File: src/rtl/mem_arbiter_if.sv
// Bus bundle joining fetch, data path and the single memory port to mem_arbiter.
// The arbiter uses the slave view; requesters and the memory model use the master view.
interface mem_arbiter_if #(
  parameter int RV = 32,
  parameter int VA = 24
);
  logic          i_req;
  logic [VA-1:0] i_addr;
  logic          i_done;
  logic [15:0]   i_rdata;

  logic          d_req;
  logic          d_write;
  logic          d_byte;
  logic          d_io;
  logic [VA-1:0] d_addr;
  logic [RV-1:0] d_wdata;
  logic          d_done;
  logic [RV-1:0] d_rdata;

  logic          m_req;
  logic          m_write;
  logic          m_byte;
  logic          m_io;
  logic [VA-1:0] m_addr;
  logic [RV-1:0] m_wdata;
  logic          m_ack;
  logic          m_done;
  logic [RV-1:0] m_rdata;

  modport slave (
    input  i_req, i_addr, d_req, d_write, d_byte, d_io, d_addr, d_wdata,
    input  m_ack, m_done, m_rdata,
    output i_done, i_rdata, d_done, d_rdata,
    output m_req, m_write, m_byte, m_io, m_addr, m_wdata
  );

  modport master (
    output i_req, i_addr, d_req, d_write, d_byte, d_io, d_addr, d_wdata,
    output m_ack, m_done, m_rdata,
    input  i_done, i_rdata, d_done, d_rdata,
    input  m_req, m_write, m_byte, m_io, m_addr, m_wdata
  );
endinterface

File: src/rtl/mem_arbiter.sv
// Shares one memory port between instruction fetch and the data path, one access in flight.
// Data wins ties unless fetch has already been passed over STARVE times in a row.
//
// state | meaning
// IDLE  | no access in flight; arbitrate between i_req and d_req
// ISSUE | m_req high with winner's fields, waiting for m_ack
// WAIT  | request accepted, waiting for m_done
// RESP  | owner's done pulse is high with captured read data
module mem_arbiter #(
  parameter int RV     = 32,
  parameter int VA     = 24,
  parameter int STARVE = 3
) (
  input logic          clk,
  input logic          reset,
  mem_arbiter_if.slave bus
);
  localparam int SW = (STARVE < 1) ? 1 : $clog2(STARVE + 1);
  localparam logic [SW-1:0] STARVE_MAX = SW'(STARVE);

  typedef enum logic [1:0] {IDLE, ISSUE, WAIT, RESP} state_t;

  state_t        state;
  logic          owner_data;
  logic [SW-1:0] starve;
  logic          grant_data;
  logic          resp_now;
  logic [15:0]   fetch_half;

  assign grant_data = bus.d_req && !(bus.i_req && (starve == STARVE_MAX));
  assign resp_now   = ((state == ISSUE) && bus.m_ack && bus.m_done) ||
                      ((state == WAIT) && bus.m_done);

  // m_addr still holds the fetch address when the response comes back.
  generate
    if (RV == 32) begin : g_rv32
      assign fetch_half = bus.m_addr[1] ? bus.m_rdata[31:16] : bus.m_rdata[15:0];
    end else begin : g_rv16
      assign fetch_half = bus.m_rdata[15:0];
    end
  endgenerate

  always_ff @(posedge clk) begin
    if (reset) begin
      state       <= IDLE;
      owner_data  <= 1'b0;
      starve      <= '0;
      bus.i_done  <= 1'b0;
      bus.i_rdata <= '0;
      bus.d_done  <= 1'b0;
      bus.d_rdata <= '0;
      bus.m_req   <= 1'b0;
      bus.m_write <= 1'b0;
      bus.m_byte  <= 1'b0;
      bus.m_io    <= 1'b0;
      bus.m_addr  <= '0;
      bus.m_wdata <= '0;
    end else begin
      bus.i_done <= 1'b0;
      bus.d_done <= 1'b0;
      unique case (state)
        IDLE: begin
          if (!bus.i_req) starve <= '0;
          if (grant_data) begin
            owner_data  <= 1'b1;
            bus.m_req   <= 1'b1;
            bus.m_write <= bus.d_write;
            bus.m_byte  <= bus.d_byte;
            bus.m_io    <= bus.d_io;
            bus.m_addr  <= bus.d_addr;
            bus.m_wdata <= bus.d_wdata;
            if (bus.i_req && (starve != STARVE_MAX)) starve <= starve + 1'b1;
            state <= ISSUE;
          end else if (bus.i_req) begin
            owner_data  <= 1'b0;
            bus.m_req   <= 1'b1;
            bus.m_write <= 1'b0;
            bus.m_byte  <= 1'b0;
            bus.m_io    <= 1'b0;
            bus.m_addr  <= bus.i_addr;
            bus.m_wdata <= '0;
            starve      <= '0;
            state       <= ISSUE;
          end
        end
        ISSUE: begin
          if (bus.m_ack) begin
            bus.m_req <= 1'b0;
            state     <= bus.m_done ? RESP : WAIT;
          end
        end
        WAIT: begin
          if (bus.m_done) state <= RESP;
        end
        RESP: begin
          state <= IDLE;
        end
        default: state <= IDLE;
      endcase

      if (resp_now) begin
        if (owner_data) begin
          bus.d_done  <= 1'b1;
          bus.d_rdata <= bus.m_rdata;
        end else begin
          bus.i_done  <= 1'b1;
          bus.i_rdata <= fetch_half;
        end
      end
    end
  end
endmodule
File: src/flat_wrapper.sv
// flat-port wrapper written by rule: the top's interface ports become plain ports
module mem_arbiter_flat 
#(
  parameter int RV     = 32,
  parameter int VA     = 24,
  parameter int STARVE = 3
)
  (clk, reset, bus_i_req, bus_i_addr, bus_d_req, bus_d_write, bus_d_byte, bus_d_io, bus_d_addr, bus_d_wdata, bus_m_ack, bus_m_done, bus_m_rdata, bus_i_done, bus_i_rdata, bus_d_done, bus_d_rdata, bus_m_req, bus_m_write, bus_m_byte, bus_m_io, bus_m_addr, bus_m_wdata);
  mem_arbiter_if #(.RV(RV), .VA(VA)) bus_i ();
  input logic clk;
  input logic reset;
  input wire logic [$bits(bus_i.i_req)-1:0] bus_i_req;
  input wire logic [$bits(bus_i.i_addr)-1:0] bus_i_addr;
  input wire logic [$bits(bus_i.d_req)-1:0] bus_d_req;
  input wire logic [$bits(bus_i.d_write)-1:0] bus_d_write;
  input wire logic [$bits(bus_i.d_byte)-1:0] bus_d_byte;
  input wire logic [$bits(bus_i.d_io)-1:0] bus_d_io;
  input wire logic [$bits(bus_i.d_addr)-1:0] bus_d_addr;
  input wire logic [$bits(bus_i.d_wdata)-1:0] bus_d_wdata;
  input wire logic [$bits(bus_i.m_ack)-1:0] bus_m_ack;
  input wire logic [$bits(bus_i.m_done)-1:0] bus_m_done;
  input wire logic [$bits(bus_i.m_rdata)-1:0] bus_m_rdata;
  output wire logic [$bits(bus_i.i_done)-1:0] bus_i_done;
  output wire logic [$bits(bus_i.i_rdata)-1:0] bus_i_rdata;
  output wire logic [$bits(bus_i.d_done)-1:0] bus_d_done;
  output wire logic [$bits(bus_i.d_rdata)-1:0] bus_d_rdata;
  output wire logic [$bits(bus_i.m_req)-1:0] bus_m_req;
  output wire logic [$bits(bus_i.m_write)-1:0] bus_m_write;
  output wire logic [$bits(bus_i.m_byte)-1:0] bus_m_byte;
  output wire logic [$bits(bus_i.m_io)-1:0] bus_m_io;
  output wire logic [$bits(bus_i.m_addr)-1:0] bus_m_addr;
  output wire logic [$bits(bus_i.m_wdata)-1:0] bus_m_wdata;
  assign bus_i.i_req = bus_i_req;
  assign bus_i.i_addr = bus_i_addr;
  assign bus_i.d_req = bus_d_req;
  assign bus_i.d_write = bus_d_write;
  assign bus_i.d_byte = bus_d_byte;
  assign bus_i.d_io = bus_d_io;
  assign bus_i.d_addr = bus_d_addr;
  assign bus_i.d_wdata = bus_d_wdata;
  assign bus_i.m_ack = bus_m_ack;
  assign bus_i.m_done = bus_m_done;
  assign bus_i.m_rdata = bus_m_rdata;
  assign bus_i_done = bus_i.i_done;
  assign bus_i_rdata = bus_i.i_rdata;
  assign bus_d_done = bus_i.d_done;
  assign bus_d_rdata = bus_i.d_rdata;
  assign bus_m_req = bus_i.m_req;
  assign bus_m_write = bus_i.m_write;
  assign bus_m_byte = bus_i.m_byte;
  assign bus_m_io = bus_i.m_io;
  assign bus_m_addr = bus_i.m_addr;
  assign bus_m_wdata = bus_i.m_wdata;
  mem_arbiter #(.RV(RV), .VA(VA), .STARVE(STARVE)) u_core (.clk(clk), .reset(reset), .bus(bus_i));
endmodule
File: config.mk
export PLATFORM = sky130hd
export DESIGN_NAME = mem_arbiter_flat
export DESIGN_NICKNAME = d
export VERILOG_FILES = /design/src/rtl/mem_arbiter_if.sv /design/src/rtl/mem_arbiter.sv /design/src/flat_wrapper.sv
export SDC_FILE = /design/constraint.sdc
export NUM_CORES = 1
export LEC_CHECK = 0
export BUFFER_PORTS_ARGS = -buffer_cell sky130_fd_sc_hd__buf_2
export CORE_ASPECT_RATIO = 0.8
export CORE_MARGIN = 1.5
export CORE_UTILIZATION = 50
export CTS_CLUSTER_SIZE = 28
export DETAILED_ROUTE_END_ITERATION = 8
export PLACE_DENSITY = 0.85
export SLEW_MARGIN = 5
export SYNTH_ARGS = -nofsm -noshare
export SYNTH_HDL_FRONTEND = slang
export SYNTH_SLANG_ARGS = --single-unit
File: constraint.sdc
create_clock -name clk -period 2.5 [get_ports clk]
set_input_delay 0.25 -clock clk [delete_from_list [all_inputs] [get_ports clk]]
set_output_delay 0.25 -clock clk [all_outputs]
set_load 0.005 [all_outputs]
==> metrics.md, run 1 <==
| Metric | Value |
|---|---|
| Outcome | `complete, no violations` |
| First-pass GRT wire length | `21.6 mm` |
| Layout area overhead | `35.6%` |
| Placed Area | `about 6000 um2` |
| CTS hold repair buffers | `0` |
| CTS sink cnt | `115` |
| Post-synthesis cell count | `roughly 500` |
| Layout Skew | `0.0104 ns` |
| Routed vias/inst | `5.43` |
| Drt total wl | `13.5 mm` |
| Worst hold path stage count | `2` |
| Most frequent cells in the layout | `buf_2, dfxtp_1, nand2b_1` |
| HP Class | `input pin to register` |
| Worst Tran Pin Value | `around 0.75 ns` |
| Synthesized Nets | `639` |
| Pin count of the biggest net entering global routing | `71` |
| CTS tree | `built` |
| Clk buf depth | `2` |
| Worst path depth | `6` |
| Ys flop type | `dfxtp_1` |
| Critical Path AT | `2.34 ns` |
| Final Max Tran Viols | `0` |
| Post-Route Setup TNS | `0 ns` |
| Post-CTS setup buffer count | `0` |
| GRT Resource Usage Total | `between 20% and 30%` |
| Initial detailed-routing violation count | `285` |
| # rows | `32` |
| Seq/Total Area, Yosys | `47.2%` |
| Routed Antenna Nets | `0` |
| Register-to-Register Path Depth | `6` |
| Final Cell Area | `6610 um2` |
| Grt met2 use | `44.8%` |
| Grt total ovfl | `0` |
| Worst-Skew Late Latency | `around 0.4 ns` |
| Type of element launching the critical path | `register` |
| Initial antenna violation count | `1` |
| Worst setup margin | `0.486 ns` |
| Core Area | `9570 um2` |
| Cell family with most CP delay | `simple AND/OR/NAND/NOR gates` |
| Crit path max fanout | `33` |
| Die height | `91.3 um` |
| Synth cell types | `34` |
| Die area | `10400 um2` |
| DRC | `0` |
| Share of post-route cells with drive strength above 1 | `37.2%` |
| Synth Area per Inst | `approximately 9.5 um2` |
| Inserted Diodes | `0` |
| Vias in the first global route | `4502` |
| CP bufs+invs | `2` |
| Power Density | `1040 nW/um2` |
| Post-synthesis cell area | `4880 um2` |
| CP max-delay cell | `and3_4` |
| DP HPWL | `9.30 mm` |
| Worst-path cell chain | `inv_1 > ha_1 > a21o_1 > buf_4 > and3_4 > mux2i_1` |
| Max-cap violations | `0` |
| Crit. End Element | `register` |
| Place WS | `0.532 ns` |
| GP Congestion | `0.755` |
| Post-CTS Resized | `0` |
| Fin crit share | `between 80% and 90%` |
| Met1 Usage GRT | `29.6%` |
| Worst-path clk slew | `0.05 ns` |
| VDD IR max | `0.477 mV` |
| Nets | `848` |
| Final hold vios | `0` |
| Final worst path period need | `2.01 ns` |
| GR Util met3 | `7.41%` |
| CP Data Required Time | `2.83 ns` |
| Crit Path Category | `register to register` |
| Slowest stage delay, CP | `slightly below 0.6 ns` |
| H-tree depth | `4` |
| RSZ-0062 raised after global routing | `no` |
| # setup viols final | `0` |
| Routed len/inst | `about 16 um` |
| Starting density of the core | `51.0%` |
| Die Width | `113 um` |
| Commonest non-fill, non-tap cell in the layout | `buf_2` |
| Lkg Pwr | `just over 3 nW` |
| Drt first pass iters | `5` |
| Top achievable clock speed | `between 400 and 500 MHz` |
| Grt peak-use layer | `met2` |
| Root buf cell | `clkbuf_16` |
| Layout Utilization | `69.1%` |
| Top Ports | `231` |
| Ys Warns | `0` |
| #FFs+latches synth | `115` |
| TritonCTS Buffers | `17` |
| Port-buffer cells | `230` |
| Slew margin rel. | `50.1%` |
| Post-synth ARST share | `0%` |
| Total vias in the final route | `4630` |
| EDFF count, synth | `0` |
worst reg2reg max path: stages (launching register included):
cell and delay (ns):
dfxtp_1 0.32, inv_1 0.13, ha_1 0.23, a21o_1 0.15, buf_4 0.22, and3_4 0.59
mux2i_1 0.30
metrics by stage:
step	cells	total power, mW	hold WS (ns)
finish	852	6.88	0.0862
global route	852	7.26	0.0968
CTS	852	6.91	0.0650
detailed placement	822	4.48	0.463
global placement	822	4.38	0.456
floorplan	513	3.77	0.366
where the power goes:
group	total, mW	switching (mW)	internal [mW]	leakage [nW]
clock	2.40	0.786	1.61	0.292
combinational	2.07	1.18	0.887	1.78
sequential	2.41	0.193	2.22	0.940
total	6.88	2.16	4.72	3.02
final cells by class:
type | count | area [um2]
timing repair buffer | 239 | 1260
fill | 720 | 2960
clock inverter | 4 | 70.1
sequential | 115 | 2300
clock buffer | 26 | 519
inverter | 2 | 7.51
multi-input combinational | 347 | 2300
tap | 119 | 149
synth_stat cells, types with 3 or more instances:
library cell	count	area, um2
a211oi_1	14	105
a21oi_1	21	105
a311oi_1	26	228
a32oi_1	35	307
buf_2	15	75.1
buf_4	4	30.0
buf_6	7	78.8
clkbuf_1	21	78.8
dfxtp_1	115	2300
ha_1	5	62.6
mux2i_1	48	480
nand2_1	48	180
nand2b_1	68	425
nor2_1	60	225
nor2b_1	3	18.8
state kept, by name, summed over array words and instances, names as in the netlist:
signal / cells
u_core.bus.i_rdata: 16
u_core.bus.d_rdata: 32
u_core.bus.m_req: 1
u_core.starve: 2
u_core.owner_data: 1
u_core.bus.m_write: 1
u_core.bus.m_io: 1
u_core.bus.m_addr: 24
u_core.bus.m_byte: 1
u_core.state: 2
u_core.bus.m_wdata: 32
u_core.bus.d_done: 1
u_core.bus.i_done: 1
per-layer routing:
layer  vias up  routed length (um)  share of wire (%)
met2       192                6710                 50
met5         -                   0                  0
li1       2231                   -                  -
met4         0                 354                2.6
met1      2175                5540                 41
met3        32                 888                6.6
cell families after synthesis:
family	after synthesis	share of synthesized area, %
compound gates	106	17.2
buf+inv	51	5.70
simple gates	188	18.8
fa+ha+maj	5	1.28
flops	115	47.2
mux	48	9.85
path summary, 6_finish.rpt:
path,from,to,slack (ns)
min,bus_m_ack,u_core.bus.m_req,0.09
min reg2reg,u_core.bus.d_rdata[29],u_core.bus.d_rdata[29],0.48
max reg2reg,u_core.state[1],u_core.bus.d_rdata[21],0.49
max,u_core.state[1],u_core.bus.d_rdata[21],0.49
Note: power is estimated with default switching activity, not from simulation.
==> run 2, diff against run 1 <==
--- a/config.mk
+++ b/config.mk
@@ -8,10 +8,10 @@
 export BUFFER_PORTS_ARGS = -buffer_cell sky130_fd_sc_hd__buf_2
 export CORE_ASPECT_RATIO = 0.8
 export CORE_MARGIN = 1.5
-export CORE_UTILIZATION = 50
+export CORE_UTILIZATION = 46
 export CTS_CLUSTER_SIZE = 28
 export DETAILED_ROUTE_END_ITERATION = 8
-export PLACE_DENSITY = 0.85
+export PLACE_DENSITY = 0.79
 export SLEW_MARGIN = 5
 export SYNTH_ARGS = -nofsm -noshare
 export SYNTH_HDL_FRONTEND = slang
==> constraint.sdc (replaced) <==
create_clock -name clk -period 2.05 [get_ports clk]
set_input_delay 0.205 -clock clk [delete_from_list [all_inputs] [get_ports clk]]
set_output_delay 0.205 -clock clk [all_outputs]
set_load 0.005 [all_outputs]
==> run 2 against run 1 <==
Maximum frequency grew 13%. Sequential share of layout area shrank 0.31 points. Power grew 23%. Highest routed layer unchanged. Combinational power grew 21%. Clock skew shrank 0.00070 ns. Global-route usage shrank 3.1 points. Flip-flop and latch count is the same. Routed wire length shrank 1.1%. Clock-buffer cell count shrank 5. Cell area grew 0.91%. Sequential power grew 22%. Clock power grew 25%.
==> metrics.md, run 2 (same netlist as run 1, synthesis figures left out) <==
| Metric | Value |
|---|---|
| Top achievable clock speed | `561 MHz (+13%)` |
| RSZ-0062 raised after global routing | `no` |
| Cell internal pwr | `5.78 mW (+23%)` |
| Reg2reg start | `u_core.state[1]` |
| CP Data Required Time | `2.37 ns (-0.46 ns)` |
| Final worst path period need | `1.78 ns (-0.231 ns)` |
| H-tree depth | `4 (unchanged)` |
| Drt first pass iters | `5 (unchanged)` |
| Critical path origin | `u_core.state[1]` |
| Worst-path cell chain | `inv_1 > ha_1 > a21o_1 > and3_4 > mux2i_1` |
| Flop pwr share | `34.9% (-0.2 points)` |
| Slowest stage delay, CP | `0.59 ns (about the same)` |
| CTS sink cnt | `115 (unchanged)` |
| Crit path max fanout | `33 (unchanged)` |
| VDD IR max | `0.625 mV (+31%)` |
| Lkg Pwr | `3.04 nW (+0.64%)` |
| Drt total wl | `13.3 mm (-1.1%)` |
| CP bufs+invs | `1 (-1)` |
| Power Density | `1270 nW/um2 (+22%)` |
| Core Area | `10300 um2 (+7.4%)` |
| Commonest non-fill, non-tap cell in the layout | `buf_2` |
| Clk buf depth | `2 (unchanged)` |
| Top Ports | `231 (unchanged)` |
| Placed Area | `6070 um2 (+0.77%)` |
| Pin count of the biggest net entering global routing | `60 (-15%)` |
| Type of element launching the critical path | `register` |
| Sw Share | `31.6% (+0.15 points)` |
| Most frequent cells in the layout | `buf_2, dfxtp_1, nand2b_1` |
| Layout Utilization | `64.9% (-4.2 points)` |
| Share of post-route cells with drive strength above 1 | `37.8% (+0.53 points)` |
| R2r setup slk | `0.27 ns (-0.22 ns)` |
| Largest registers | `u_core.bus.d_rdata (32), u_core.bus.m_wdata (32), u_core.bus.m_addr (24)` |
| Inserted Diodes | `0 (unchanged)` |
| Max-cap violations | `0 (unchanged)` |
| First-pass GRT wire length | `20.7 mm (-4.1%)` |
| Grt total ovfl | `0 (unchanged)` |
| Grt peak-use layer | `met2` |
| Routed vias/inst | `5.24 (-3.5%)` |
| Fin crit share | `87.0% (+6.4 points)` |
| Clock power share | `35.4% (+0.5 points)` |
| Initial antenna violation count | `0 (-1)` |
| Crit. End Element | `register` |
| Combinational Power Share | `29.7% (-0.4 points)` |
| Total vias in the final route | `4594 (-0.78%)` |
| Crit Path Category | `register to register` |
| Root buf cell | `clkbuf_16` |
| Post-CTS Resized | `0 (unchanged)` |
| Worst r2r dst | `u_core.bus.d_rdata[27]` |
| Slew margin rel. | `55.7% (+5.7 points)` |
| Fillcell total | `836 (+16%)` |
| Pwr Total | `8.45 mW (+23%)` |
| Port-buffer cells | `230 (unchanged)` |
| Post-CTS setup buffer count | `0 (unchanged)` |
| # setup viols final | `0 (unchanged)` |
| DP HPWL | `9.44 mm (+1.5%)` |
| GRT Resource Usage Total | `22.9% (-3.1 points)` |
| Grt met2 use | `39.4% (-5.4 points)` |
| Met1 Usage GRT | `27.0% (-2.6 points)` |
| Worst setup path end | `u_core.bus.d_rdata[27]` |
| DRC | `0 (unchanged)` |
| Register-to-Register Path Depth | `5 (-1)` |
| CTS tree | `built` |
| Die area | `11200 um2 (+8.4%)` |
| Worst Hold Launch | `bus_m_ack` |
| Die Width | `118 um (+4.1%)` |
| Fin Hold WS | `0.0264 ns (-0.0598 ns)` |
| Routed len/inst | `15.2 um (-3.8%)` |
| TritonCTS Buffers | `17 (unchanged)` |
| Worst path depth | `5 (-1)` |
| Post-Route Setup TNS | `0 ns (unchanged)` |
| Vias in the first global route | `4448 (-1.2%)` |
| Worst-path clk slew | `0.05 ns (about the same)` |
| Critical Path AT | `2.10 ns (-0.24 ns)` |
| CP max-delay cell | `and3_4` |
| Nets | `849 (+0.12%)` |
| Switch Pwr | `2.67 mW (+23%)` |
| Final Max Tran Viols | `0 (unchanged)` |
| Cell family with most CP delay | `simple AND/OR/NAND/NOR gates` |
| Worst Tran Pin Value | `0.664 ns (-0.0851 ns)` |
| Routed Antenna Nets | `0 (unchanged)` |
| Die height | `95.1 um (+4.1%)` |
| Initial detailed-routing violation count | `216 (-24%)` |
| Final Cell Area | `6670 um2 (+0.91%)` |
| CTS hold repair buffers | `0 (unchanged)` |
| # rows | `33 (+3.1%)` |
| Outcome | `complete, no violations` |
| GR Util met3 | `5.74% (-1.7 points)` |
| Layout Skew | `0.00973 ns (-0.000702 ns)` |
| Starting density of the core | `47.4% (-3.5 points)` |
| GP Congestion | `0.785 (+3.9%)` |
| Layout area overhead | `36.8%` |
| HP Class | `input pin to register` |
| Worst-Skew Late Latency | `0.40 ns (about the same)` |
| Final hold vios | `0 (unchanged)` |
==> run 2: changes by cell type in the layout (fill, tap and decap cells not counted) <==
cell | previous run | this run
clkinv_2 | 2 | 7
clkbuf_8 | 6 | 3
clkbuf_1 | 3 | 1
buf_12 | 3 | 4
bufinv_16 | 2 | 3
clkinvlp_4 | 0 | 1
==> run 2: stage by stage <==
step           instances  setup WS, ns
2_1_floorplan        513         0.480
3_3_place_gp         844         0.377
3_5_place_dp         844         0.269
4_1_cts              876         0.254
5_1_grt              876         0.100
6_report             876         0.267
==> run 2: worst min path at each step <==
stage          cells past startpoint  slack (ns)          endpoint
6_report                           2        0.03  u_core.bus.m_req
5_1_grt                            2        0.02  u_core.bus.m_req
4_1_cts                            2        0.01  u_core.bus.m_req
3_5_place_dp                       2        0.44  u_core.bus.m_req
3_3_place_gp                       2        0.44  u_core.bus.m_req
2_1_floorplan                      1        0.32  u_core.bus.m_req
==> run 2: worst register-to-register path, stage by stage, from the launching register on <==
cell and delay [ns]:
dfxtp_1 0.33, inv_1 0.12, ha_1 0.22, a21o_1 0.16, and3_4 0.60, mux2i_1 0.28
==> run 2: power by group through the flow <==
| stage | combinational [mW] | clock (mW) | sequential, mW |
|---|---|---|---|
| 2_1_floorplan | 1.59 | 0 | 3.01 |
| 6_report | 2.51 | 2.99 | 2.95 |
| 4_1_cts | 2.52 | 3.03 | 2.95 |
| 3_5_place_dp | 2.51 | 0 | 2.98 |
| 3_3_place_gp | 2.41 | 0 | 2.96 |
| 5_1_grt | 2.76 | 3.14 | 3.00 |
==> run 2: layout make-up <==
class	instances	area, um2	area share, %
multi-input combinational	347	2300	34.5
clock inverter	11	133	1.99
inverter	2	7.51	0.113
timing repair buffer	240	1280	19.2
sequential	115	2300	34.5
tap	140	175	2.63
clock buffer	21	470	7.05
==> run 2: metal layers <==
layer | up-vias | wire, um
li1 | 2243 | -
met3 | 18 | 682
met2 | 152 | 6680
met4 | 0 | 221
met5 | - | 0
met1 | 2181 | 5760
==> run 3, diff against run 2 <==
--- a/config.mk
+++ b/config.mk
@@ -11,6 +11,7 @@
 export CORE_UTILIZATION = 46
 export CTS_CLUSTER_SIZE = 28
 export DETAILED_ROUTE_END_ITERATION = 8
+export GPL_TIMING_DRIVEN = 0
 export PLACE_DENSITY = 0.79
 export SLEW_MARGIN = 5
 export SYNTH_ARGS = -nofsm -noshare
==> run 3 against run 2 <==
First-iteration DRC count rose by 56%. Setup slack worse by 0.081 ns. Critical endpoint is now u_core.bus.i_rdata[11]. Critical path depth increased by 2. Via count is 4.5% higher. Largest cell class is now registers. Clock-buffer cell count down 2. Clock skew about the same.
==> metrics.md, run 3 (same netlist as run 1, synthesis figures left out) <==
| Metric | Value |
|---|---|
| Slowest stage delay, CP | `0.37 ns (-0.22 ns)` |
| Worst r2r dst | `u_core.bus.i_rdata[11]` |
| Worst Tran Pin Value | `0.636 ns (-0.0277 ns)` |
| Post-Route Setup TNS | `0 ns (unchanged)` |
| Starting density of the core | `47.4% (unchanged)` |
| Crit Path Category | `register to register` |
| Worst-path cell chain | `inv_1 > ha_1 > a21o_1 > buf_6 > clkbuf_1 > a21oi_1 > a211oi_1` |
| Post-CTS setup buffer count | `0 (unchanged)` |
| Fin Hold WS | `0.0339 ns (+0.00751 ns)` |
| Core Area | `10300 um2 (unchanged)` |
| VDD IR max | `0.739 mV (+18%)` |
| Share of post-route cells with drive strength above 1 | `38.0% (+0.21 points)` |
| Layout area overhead | `39.9%` |
| Reg2reg start | `u_core.state[1]` |
| Max-cap violations | `0 (unchanged)` |
| HP Class | `input pin to register` |
| H-tree depth | `4 (unchanged)` |
| Outcome | `complete, no violations` |
| Fillcell total | `852 (+1.9%)` |
| Routed Antenna Nets | `0 (unchanged)` |
| Fin crit share | `90.9% (+3.9 points)` |
| Grt peak-use layer | `met2` |
| DP HPWL | `11.1 mm (+17%)` |
| Top achievable clock speed | `537 MHz (-4.3%)` |
| Worst-path clk slew | `0.06 ns (about the same)` |
| Worst Hold Launch | `bus_m_ack` |
| Grt met2 use | `45.0% (+5.6 points)` |
| Drt total wl | `14.9 mm (+12%)` |
| GRT Resource Usage Total | `25.9% (+3.0 points)` |
| Met1 Usage GRT | `32.3% (+5.3 points)` |
| WHS Endpoint | `u_core.bus.m_req` |
| Inserted Diodes | `0 (unchanged)` |
| Slew margin rel. | `57.6% (+1.8 points)` |
| Power Density | `1280 nW/um2 (+1.0%)` |
| GP Congestion | `0.863 (+9.9%)` |
| CP Data Required Time | `2.36 ns (about the same)` |
| Crit. End Element | `register` |
| Pin count of the biggest net entering global routing | `17 (-72%)` |
| Total vias in the final route | `4801 (+4.5%)` |
| Layout Utilization | `66.4% (+1.5 points)` |
| # rows | `33 (unchanged)` |
| CTS tree | `built` |
| Die height | `95.1 um (unchanged)` |
| Routed vias/inst | `5.25 (+0.16%)` |
| RSZ-0062 raised after global routing | `no` |
| Layout Skew | `0.00958 ns (-0.000150 ns)` |
| Routed len/inst | `16.3 um (+6.9%)` |
| First-pass GRT wire length | `23.1 mm (+12%)` |
| Die Width | `118 um (unchanged)` |
| Crit path max fanout | `10 (-70%)` |
| Port-buffer cells | `229 (-0.43%)` |
| Vias in the first global route | `4660 (+4.8%)` |
| GR Util met3 | `5.56% (-0.18 points)` |
| Final hold vios | `0 (unchanged)` |
| Top Ports | `231 (unchanged)` |
| Worst-Skew Late Latency | `0.41 ns (about the same)` |
| Drt first pass iters | `5 (unchanged)` |
| Initial detailed-routing violation count | `336 (+56%)` |
| Critical Path AT | `2.17 ns (+0.07 ns)` |
| # setup viols final | `0 (unchanged)` |
| Placed Cells | `882 (+4.5%)` |
| Worst hold path stage count | `2 (unchanged)` |
| R2r setup slk | `0.19 ns (-0.08 ns)` |
| CTS sink cnt | `115 (unchanged)` |
| DRC | `0 (unchanged)` |
| Final Max Tran Viols | `0 (unchanged)` |
| Grt total ovfl | `0 (unchanged)` |
| TritonCTS Buffers | `17 (unchanged)` |
| Nets | `887 (+4.5%)` |
| Final worst path period need | `1.86 ns (+0.0805 ns)` |
| CTS hold repair buffers | `0 (unchanged)` |
| Clk buf depth | `2 (unchanged)` |
| Most frequent cells in the layout | `buf_2, dfxtp_1, nand2b_1` |
| Root buf cell | `clkbuf_16` |
| Final std cells w/o fill | `914 (+4.3%)` |
| Largest registers | `u_core.bus.d_rdata (32), u_core.bus.m_wdata (32), u_core.bus.m_addr (24)` |
| Lkg Pwr | `3.11 nW (+2.4%)` |
| Die area | `11200 um2 (unchanged)` |
| CP max-delay cell | `clkbuf_1` |
| Post-CTS Resized | `0 (unchanged)` |
| Register-to-Register Path Depth | `7 (+2)` |
| Commonest non-fill, non-tap cell in the layout | `buf_2` |
| Type of element launching the critical path | `register` |
| Initial antenna violation count | `0 (unchanged)` |
-- run 3: cell count changes in the layout (fill, tap and decap cells not counted), sizes merged --
cell,previous run,this run
buf,240,257
clkbuf,21,40
clkinv,7,4
clkinvlp,1,2
inv,2,6
-- run 3: how the worst max path moves through the flow --
stage,to,start
final,u_core.bus.i_rdata[11],u_core.state[1]
after global routing,u_core.bus.i_rdata[11],u_core.state[1]
after CTS,u_core.bus.i_rdata[11],u_core.state[1]
after detailed placement,u_core.bus.i_rdata[11],u_core.state[1]
after global placement,u_core.bus.m_addr[7],u_core.state[0]
after floorplan,u_core.bus.d_rdata[10],u_core.state[0]
-- run 3: report_power, final --
part	total [mW]	internal, mW	leakage (nW)	switching, mW
logic	2.67	1.13	1.87	1.54
clock network	3.10	1.99	0.301	1.11
registers	2.95	2.70	0.940	0.249
-- run 3: through the flow --
| stage | cell area, um2 | power, mW | setup WS, ns |
|---|---|---|---|
| detailed placement | 6200 | 5.62 | 0.250 |
| floorplan | 4880 | 4.60 | 0.480 |
| global placement | 6200 | 5.49 | 0.323 |
| global route | 6820 | 9.19 | 0.0684 |
| finish | 6820 | 8.73 | 0.187 |
| CTS | 6820 | 8.72 | 0.228 |
-- run 3: layer usage --
layer | vias up | part of all wire [%]
met3 | 30 | 6.0
li1 | 2323 | -
met2 | 189 | 48
met1 | 2259 | 44
met5 | - | 0
met4 | 0 | 1.7
-- run 3: worst max-delay path: cells and delay by family (launching register included) --
kind                     cells  cell delay [ns]
flip-flops                   1             0.32
adder cells (fa/ha/maj)      1             0.24
buffers and inverters        3             0.62
AO/OA/AOI/OAI                3             0.59
-- run 3: final cells by class --
cell class / count / area [um2] / share of cell area, %
clock buffers: 19 / 453 / 6.64
repair buffers: 229 / 1150 / 16.8
flip-flops and latches: 115 / 2300 / 33.7
multi-input cells: 347 / 2300 / 33.7
well taps: 140 / 175 / 2.57
inverters: 2 / 7.51 / 0.110
plain buffers: 49 / 270 / 3.96
clock inverters: 13 / 171 / 2.51
